--- config.mk ---
export PLATFORM = sky130hd
export DESIGN_NAME = boot_hex_stream_loader
export DESIGN_NICKNAME = d
export VERILOG_FILES = /design/src/rtl/boot_hex_stream_loader.sv
export SDC_FILE = /design/constraint.sdc
export NUM_CORES = 1
export LEC_CHECK = 0
export CORE_MARGIN = 2
export CORE_UTILIZATION = 45
export DETAILED_ROUTE_END_ITERATION = 8
export PLACE_DENSITY = 0.76
export SYNTH_ARGS = -nofsm -noshare
export SYNTH_HDL_FRONTEND = slang
export SYNTH_SLANG_ARGS = --single-unit
--- constraint.sdc ---
create_clock -name clk -period 6.4 [get_ports clk]
set_input_delay 1.28 -clock clk [delete_from_list [all_inputs] [get_ports clk]]
set_output_delay 1.28 -clock clk [all_outputs]
set_load 0.005 [all_outputs]
--- src/rtl/boot_hex_stream_loader.sv ---
// boot_hex_stream_loader
//   Turns a hex-dump-style character stream from the UART receiver into
//   address/data word writes for the boot memory. It accepts '@' address
//   records, data tokens of any length up to one word, and '//' comments.
//   A long idle gap ends the download: the parser goes back to IDLE, the
//   error report is cleared and the write address returns to zero.
//
// Ports
//   clk          single clock; all logic runs on the rising edge
//   reset        asynchronous, active-high
//   in_valid     one-cycle strobe that marks in_char as valid
//   in_char      received character
//   out_valid    a word is waiting in the output register
//   out_ready    the consumer takes the word when out_valid & out_ready
//   out_address  byte address of out_data
//   out_data     word, zero-extended on the left
//   busy         the idle-timeout counter is nonzero
//   error        sticky error flag
//   error_code   0 none, 1 illegal char, 2 token too long, 3 output overrun
module boot_hex_stream_loader #(
    parameter int address_width      = 32,
    parameter int data_width         = 32,
    parameter int char_width         = 8,
    parameter int address_step       = data_width / 8,
    parameter int clk_frequency      = 50000000,
    parameter int timeout_in_seconds = 1
) (
    input  logic                     clk,
    input  logic                     reset,
    input  logic                     in_valid,
    input  logic [char_width-1:0]    in_char,
    output logic                     out_valid,
    input  logic                     out_ready,
    output logic [address_width-1:0] out_address,
    output logic [data_width-1:0]    out_data,
    output logic                     busy,
    output logic                     error,
    output logic [1:0]               error_code
);

    localparam int data_nibs      = data_width / 4;
    localparam int addr_nibs      = (address_width + 3) / 4;
    localparam int acc_width      = (4 * addr_nibs > data_width) ? 4 * addr_nibs : data_width;
    localparam int max_nibs       = (data_nibs > addr_nibs) ? data_nibs : addr_nibs;
    localparam int nib_width      = $clog2(max_nibs + 1);
    localparam int timeout_cycles = timeout_in_seconds * clk_frequency;
    localparam int count_width    = (timeout_cycles > 0) ? $clog2(timeout_cycles + 1) : 1;
    localparam logic [acc_width+31:0] step_wide = (acc_width + 32)'(address_step);

    typedef enum logic [2:0] {IDLE, DATA, ADDR, SLASH, COMMENT, ERROR} state_t;

    state_t                   state_reg, state_next, cur_state;
    logic [acc_width-1:0]     acc_reg, acc_next;
    logic [nib_width-1:0]     nib_reg, nib_next;
    logic [address_width-1:0] addr_reg, addr_next;
    logic                     error_reg, error_next;
    logic [1:0]               code_reg, code_next;
    logic                     out_valid_reg, out_valid_next;
    logic [data_width-1:0]    out_data_reg, out_data_next;
    logic [address_width-1:0] out_address_reg, out_address_next;
    logic [count_width-1:0]   count_reg;

    // Character classification
    logic       is_digit, is_lower, is_upper, is_hex, is_space, is_at, is_slash, is_lf;
    logic [3:0] nibble;
    logic       expired, can_load, do_emit, raise, too_long;
    logic [1:0] raise_code;

    always_comb begin
        is_digit = (in_char >= char_width'(8'h30)) && (in_char <= char_width'(8'h39));
        is_lower = (in_char >= char_width'(8'h61)) && (in_char <= char_width'(8'h66));
        is_upper = (in_char >= char_width'(8'h41)) && (in_char <= char_width'(8'h46));
        is_hex   = is_digit || is_lower || is_upper;
        is_lf    = (in_char == char_width'(8'h0A));
        is_space = (in_char == char_width'(8'h20)) || (in_char == char_width'(8'h09)) ||
                   (in_char == char_width'(8'h0D)) || is_lf;
        is_at    = (in_char == char_width'(8'h40));
        is_slash = (in_char == char_width'(8'h2F));
        // 'a'/'A' have low nibble 1, so letters map to low nibble + 9.
        nibble   = is_digit ? in_char[3:0] : 4'(in_char[3:0] + 4'd9);
    end

    // An expired counter (including straight out of reset) means the stream
    // is idle: the parser is forced back to a clean IDLE state.
    assign expired  = (count_reg == '0);
    assign can_load = !out_valid_reg || out_ready;

    always_comb begin
        state_next       = state_reg;
        acc_next         = acc_reg;
        nib_next         = nib_reg;
        addr_next        = addr_reg;
        error_next       = error_reg;
        code_next        = code_reg;
        out_valid_next   = out_valid_reg && !out_ready;
        out_data_next    = out_data_reg;
        out_address_next = out_address_reg;
        do_emit          = 1'b0;
        raise            = 1'b0;
        raise_code       = 2'd0;
        too_long         = 1'b0;
        cur_state        = expired ? IDLE : state_reg;

        if (expired) begin
            state_next = IDLE;
            acc_next   = '0;
            nib_next   = '0;
            addr_next  = '0;
            error_next = 1'b0;
            code_next  = 2'd0;
        end

        if (in_valid) begin
            case (cur_state)
                IDLE: begin
                    if (is_hex) begin
                        state_next = DATA;
                        acc_next   = acc_width'(nibble);
                        nib_next   = nib_width'(1);
                    end else if (is_at) begin
                        state_next = ADDR;
                        acc_next   = '0;
                        nib_next   = '0;
                    end else if (is_slash) begin
                        state_next = SLASH;
                    end else if (!is_space) begin
                        raise      = 1'b1;
                        raise_code = 2'd1;
                    end
                end
                DATA: begin
                    if (is_hex) begin
                        too_long = (nib_reg == nib_width'(data_nibs));
                        acc_next = {acc_reg[acc_width-5:0], nibble};
                        nib_next = nib_reg + nib_width'(1);
                    end else if (is_space || is_slash) begin
                        do_emit    = 1'b1;
                        state_next = is_slash ? SLASH : IDLE;
                    end else begin
                        raise      = 1'b1;
                        raise_code = 2'd1;
                    end
                end
                ADDR: begin
                    if (is_hex) begin
                        too_long = (nib_reg == nib_width'(addr_nibs));
                        acc_next = {acc_reg[acc_width-5:0], nibble};
                        nib_next = nib_reg + nib_width'(1);
                    end else if (is_space && nib_reg != '0) begin
                        // Address records carry a word index, not a byte address.
                        addr_next  = address_width'({32'b0, acc_reg} * step_wide);
                        state_next = IDLE;
                    end else begin
                        raise      = 1'b1;
                        raise_code = 2'd1;
                    end
                end
                SLASH: begin
                    if (is_slash) begin
                        state_next = COMMENT;
                    end else begin
                        raise      = 1'b1;
                        raise_code = 2'd1;
                    end
                end
                COMMENT: begin
                    if (is_lf) state_next = IDLE;
                end
                default: ; // ERROR: input ignored until the timeout clears it
            endcase

            if (too_long) begin
                raise      = 1'b1;
                raise_code = 2'd2;
            end

            if (do_emit) begin
                if (can_load) begin
                    out_valid_next   = 1'b1;
                    out_data_next    = acc_reg[data_width-1:0];
                    out_address_next = addr_reg;
                    addr_next        = addr_reg + address_width'(address_step);
                end else begin
                    raise      = 1'b1;
                    raise_code = 2'd3;
                end
            end

            // Only reachable from non-ERROR states, so the first cause sticks.
            if (raise) begin
                state_next = ERROR;
                error_next = 1'b1;
                code_next  = raise_code;
            end
        end
    end

    always_ff @(posedge clk or posedge reset) begin
        if (reset) begin
            state_reg       <= IDLE;
            acc_reg         <= '0;
            nib_reg         <= '0;
            addr_reg        <= '0;
            error_reg       <= 1'b0;
            code_reg        <= 2'd0;
            out_valid_reg   <= 1'b0;
            out_data_reg    <= '0;
            out_address_reg <= '0;
            count_reg       <= '0;
        end else begin
            state_reg       <= state_next;
            acc_reg         <= acc_next;
            nib_reg         <= nib_next;
            addr_reg        <= addr_next;
            error_reg       <= error_next;
            code_reg        <= code_next;
            out_valid_reg   <= out_valid_next;
            out_data_reg    <= out_data_next;
            out_address_reg <= out_address_next;
            if (in_valid)
                count_reg <= count_width'(timeout_cycles);
            else if (count_reg != '0)
                count_reg <= count_reg - count_width'(1);
        end
    end

    assign out_valid   = out_valid_reg;
    assign out_data    = out_data_reg;
    assign out_address = out_address_reg;
    assign busy        = (count_reg != '0);
    assign error       = error_reg;
    assign error_code  = code_reg;

endmodule

==> metrics.txt, run 1 <==
CTS Root Cell=clkbuf_16; drt first pass iters=5; Setup Viol. Count Final=0; WS Path Type=in -> reg; top post-synthesis cells by count=dfrtp_1 (165), nor2_1 (80), a21oi_1 (70), mux2_2 (62), o21ai_0 (61); Compound-Gate Fraction of Synth Area=between 10 and 15%; Final nets=around 870; Port Buffer Count=80; largest net degree at the start of global routing=120; main combinational cell family by area after synthesis=simple AND/OR/NAND/NOR gates; post-DP HPWL=approximately 12 mm; Tot GR Track Use=a little over a fifth; Synth area leaders=dfrtp_1 (51%), mux2_2 (8.7%), a21oi_1 (4.4%); Vias=between 6000 and 7000; First DRT Iteration DRCs=500; adder-cell area share of the yosys netlist=under 10%; Reg2Reg Setup Slack=3.04 ns; mux share of post-synthesis cell area=8.708%; via count of the first global-routing pass=between 6000 and 7000; Synth top area share=51.50%; unrepaired setup endpoints after global routing=false; CTS Buffer Depth=2; final core occ=54.96%; sequential fraction of the synthesis area=between 50% and 60%; CTS sink cnt=165; worst vdd ir=0.0002039 V; top_reg_cell synth=dfrtp_1; Worst-path clk slew=about 0.06 ns; run status=finished clean; Sum Neg Setup Slack=0 ns; CTS H-tree depth=4; Tmin final=4.586 ns; Synth Area in XOR/XNOR=under 10%; Crit. End Element=flip-flop; total setup buffers inserted after CTS=0; chip height=137.5 um; count leader, synth=dfrtp_1; #FFs+latches synth=165; layout cell share with drive strength beyond 1=between 10% and 20%; WP data arrival=around 4.9 ns; GPL Wtd Cong=0.8916; DR DRC count=0; Async S/R FF share, synth=between 90% and 100%; Non-Filler Instances=~1100; P_leak=4.235 nW; grt total ovfl=0; power density over the cells=around 290 nW/um2; Syn Nets=802; Setup Skew=0.01271 ns; Post-Syn Instances=782; area growth from synthesis to layout=18.98%; critical path data required time=slightly below 7 ns; die area=between 15000 and 20000 um2; final instance area=about 9500 um2; CTS tree=done; first-pass GRT wire length=about 31 mm; Slew @ Worst Pin=~1.1 ns; max_slew headroom=between 20% and 30%; Final Slew Violations=0; initial antenna violation count=0; Distinct cells, synth=63; final hold vios=0; fill cell count=1513; Antenna Diode Count=0; Max Freq=approximately 220 MHz; Post-synth EDFFs=0; Mapped Area=between 8000 and 9000 um2; Post-DP Area=around 9000 um2; CTS Hold Bufs=0; Via-to-Cell Ratio=between 5 and 6; crit-path max FO=19; Initial Utilization=between 40% and 50%; clock buffer count from CTS=17; Die X=137.5 um; Post-CTS Resized=0; Yosys top cell by area=dfrtp_1; ratio of final minimum period to clock period=a little under three quarters; Routed WL=about 19 mm; Std-Cell Rows=between 40 and 50; drt wl/cell=roughly 17 um; floorplan core area=between 15000 and 20000 um2; Clock Latency Late Sink=~0.43 ns; io pins=81; DP Cell Count=about 1100; Max Cap Viol=0; crit start category=input port; simple-gate share of the synthesized area=16.15%; worst hold-check path type=reg -> reg; synthesized area per cell=~10 um2; Antenna Nets Post-Route=0; Synth warnings=0
## per-layer routing
layer	up-vias	GRT usage (%)	wire [um]
met5	-	0	0
li1	2943	-	-
met3	23	5.261	1289
met2	226	32.45	8829
met1	3048	30.37	8551
met4	0	6.357	254
## area by class of cell
| type | count | area, um2 | area share [%] |
|---|---|---|---|
| Timing Repair Buffer | 88 | 860.8 | 9.024 |
| Multi-Input combinational cell | 556 | 3643 | 38.20 |
| Clock buffer | 19 | 442.9 | 4.643 |
| Sequential cell | 165 | 4129 | 43.28 |
| Clock inverter | 13 | 112.6 | 1.180 |
| Inverter | 17 | 68.82 | 0.7214 |
| Tap cell | 225 | 281.5 | 2.951 |
## cell families after synthesis
logic type      after synthesis
simple gates                248
buf+inv                      61
fa+ha+maj                     8
mux                          62
compound gates              194
flops                       165
xor+xnor                     44
## worst max-delay path, cell delays in order
cell and delay, ns:
clkdlybuf4s50_1 0.50, inv_1 0.13, ha_1 0.17, nor3b_1 0.35, o21ai_0 0.18, a21oi_1 0.45
nand3_1 0.51, a21oi_2 0.91, a21oi_1 0.14, nor4_1 0.28
## power by group
| group | switching (mW) | total [mW] | internal (mW) | leakage, nW |
|---|---|---|---|---|
| Clock | 0.442 | 0.959 | 0.518 | 0.264 |
| Sequential | 0.185 | 1.36 | 1.17 | 2.20 |
| Combinational | 0.264 | 0.458 | 0.194 | 1.77 |
| Total | 0.890 | 2.77 | 1.88 | 4.24 |
## worst paths after layout
kind | start | to | depth (start not counted)
max | in_char[0] | addr_reg[7] | 10
min | out_address[29] | out_address[29] | 2
max reg2reg | count_reg[14] | addr_reg[7] | 8
min reg2reg | out_address[29] | out_address[29] | 2
max in group asynchronous | reset | addr_reg[14] | 3
min in group asynchronous | reset | out_data[3] | 2
## metrics by stage
stage	setup slack [ns]	power (mW)	hold slack, ns
6_report	1.814	2.773	0.4847
5_1_grt	1.461	2.907	0.5040
4_1_cts	1.827	2.783	0.4848
3_5_place_dp	1.397	1.821	0.4698
3_3_place_gp	1.553	1.809	0.4608
2_1_floorplan	0.6583	1.638	0.4721
## cells in the final DEF (no fill, tap or decap), types with 10 or more instances in the layout
master,count
dfrtp_1,165
clkdlybuf4s50_1,80
nor2_1,79
a21oi_1,70
mux2_2,62
o21ai_0,61
nand2_1,41
xnor2_1,25
nand3_1,23
xor2_1,19
nor3_1,18
clkbuf_16,17
inv_1,15
o22ai_1,15
and3_1,13
or3_1,10
Note: power is estimated with default switching activity, not from simulation.
==> run 2, diff against run 1 <==
Settings changed: PLACE_DENSITY 0.76 to 0.79.
Clock period 6.4 ns to 3.95 ns, I/O delays scaled along.
==> metrics.txt, run 2 (same netlist as run 1, synthesis figures left out) <==
DP Cell Count=1062 (+1.0%); floorplan core area=17360 um2 (unchanged); hold path cells=2 (unchanged); CTS Root Cell=clkbuf_16; first-pass GRT wire length=32.33 mm (+2.7%); P_leak=4.311 nW (+1.8%); critical path launch point=count_reg[14]; Setup Viol. Count Final=0 (unchanged); Initial Utilization=46.19% (unchanged); P_sw=1.406 mW (+58%); Antenna Nets Post-Route=0 (unchanged); Pint=3.189 mW (+69%); initial antenna violation count=0 (unchanged); Non-Filler Instances=1093 (+0.92%); most common cell after layout, fill and taps aside=dfrtp_1; WP data arrival=2.93 ns (-1.99 ns); GPL Wtd Cong=0.8829 (-0.98%); Seq pwr share=47.8% (-1.1 points); Clock Latency Late Sink=0.43 ns (about the same); largest net degree at the start of global routing=86 (-28%); CTS sink cnt=165 (unchanged); worst hold-check path type=reg -> reg; Crit-path slowest cell=or4_4; combinational power share=16.5% (about the same); First DRT Iteration DRCs=621 (+24%); Sw Share=30.60% (-1.5 points); run status=finished clean; Worst path max stage delay=0.71 ns (-0.20 ns); unrepaired setup endpoints after global routing=false; CTS Hold Bufs=0 (unchanged); Crit. End Element=primary output; DR DRC count=0 (unchanged); crit-path max FO=11 (-8); Routed WL=19.39 mm (+2.4%); Antenna Diode Count=0 (unchanged); Post-CTS Resized=0 (unchanged); die area=18900 um2 (unchanged); Register Area=4129 um2 (unchanged); R2R Path Start=count_reg[14]; max_slew headroom=39.45% (+9.8 points); Final Slew Violations=0 (unchanged); Tot GR Track Use=21.96% (+0.59 points); area growth from synthesis to layout=20.80%; Worst-path clk slew=0.06 ns (about the same); Multi-input gate area=3643 um2 (unchanged); crit path to=busy; ratio of final minimum period to clock period=approximately 94%; total setup buffers inserted after CTS=0 (unchanged); Die X=137.5 um (unchanged); Clock power frac=35.7% (+1.1 points); most frequent cells in the layout=dfrtp_1 (165), clkdlybuf4s50_1 (80), nor2_1 (79), a21oi_1 (70), mux2_2 (62); critical path data required time=3.16 ns (-3.57 ns); Cell Chain, Critical Path=nor4_1 > nand2_1 > or4_4 > clkdlybuf4s50_1; power density over the cells=474.4 nW/um2 (+63%); drt wl/cell=17.74 um (+1.5%); Sum Neg Setup Slack=0 ns (unchanged); Final nets=876 (+1.3%); drt first pass iters=5 (unchanged); io pins=81 (unchanged); Max Freq=approximately 270 MHz; Register-to-Register Path Depth=8 (unchanged); Via-to-Cell Ratio=5.855 (+1.6%); CTS Buffer Depth=2 (unchanged); crit start category=flip-flop; Setup Skew=0.008984 ns (-0.003729 ns); via count of the first global-routing pass=6257 (+2.1%); Reg2Reg Setup Slack=1.01 ns (-2.03 ns); worst vdd ir=0.0003755 V (+84%); Slew @ Worst Pin=0.9014 ns (-0.1535 ns); layout cell share with drive strength beyond 1=14.98% (+0.87 points); post-DP HPWL=12.98 mm (+4.3%); Max Cap Viol=0 (unchanged); grt total ovfl=0 (unchanged); Std-Cell Rows=48 (unchanged); Vias=6400 (+2.6%); final hold vios=0 (unchanged); Port Buffer Count=80 (unchanged); WS Path Type=reg -> out; fill cell count=1459 (-3.6%); CTS tree=done; chip height=137.5 um (unchanged); CTS H-tree depth=4 (unchanged); clock buffer count from CTS=17 (unchanged); Critical R2R Capture=nib_reg[2]; Tmin final=around 3.7 ns
## run 2: cell type report
type,instances,share of cell area (%)
Sequential cell,165,42.63
Tap cell,225,2.907
Multi-Input combinational cell,556,37.62
Timing Repair Buffer,99,10.13
Clock inverter,10,1.266
Clock buffer,21,4.754
Inverter,17,0.6976
## run 2: routing by layer
| metal | GRT usage (%) | vias up | part of all wire (%) |
|---|---|---|---|
| met2 | 34.47 | 255 | 47 |
| met4 | 6.930 | 0 | 2.0 |
| met5 | 0 | - | 0 |
| li1 | - | 2958 | - |
| met1 | 29.86 | 3155 | 43 |
| met3 | 5.776 | 32 | 7.3 |
## run 2: how the worst min path moves through the flow
stage	end	from	slack, ns
CTS	error	error	0.50
finish	error	error	0.49
global route	out_address[29]	out_address[29]	0.50
global placement	out_address[17]	out_address[17]	0.47
floorplan	out_address[0]	addr_reg[0]	0.47
detailed placement	error	error	0.48
## run 2: stage by stage
stage / util, % / total power [mW] / setup slack [ns] / hold slack, ns / instance area [um2]
after global routing: 55.80 / 4.827 / 0.06078 / 0.5045 / 9686
after global placement: 52.44 / 2.934 / 0.4061 / 0.4673 / 9102
final: 55.80 / 4.595 / 0.2346 / 0.4937 / 9686
after CTS: 55.80 / 4.604 / 0.2286 / 0.4981 / 9686
after detailed placement: 52.44 / 2.961 / 0.2886 / 0.4833 / 9102
after floorplan: - / 2.655 / 1.061 / 0.4721 / 8021
## run 2: power groups by stage
stage	registers (mW)	clock network [mW]	logic, mW
floorplan	2.08	0	0.577
global placement	2.21	0	0.720
detailed placement	2.22	0	0.743
CTS	2.19	1.66	0.756
global route	2.23	1.74	0.857
finish	2.20	1.64	0.757
## run 2: critical path: cells and delay by family (launching register included)
kind / cells / cell delay [ns]
and+or+nand+nor: 3 / 1.55
DFF: 1 / 0.44
buffers and inverters: 1 / 0.51
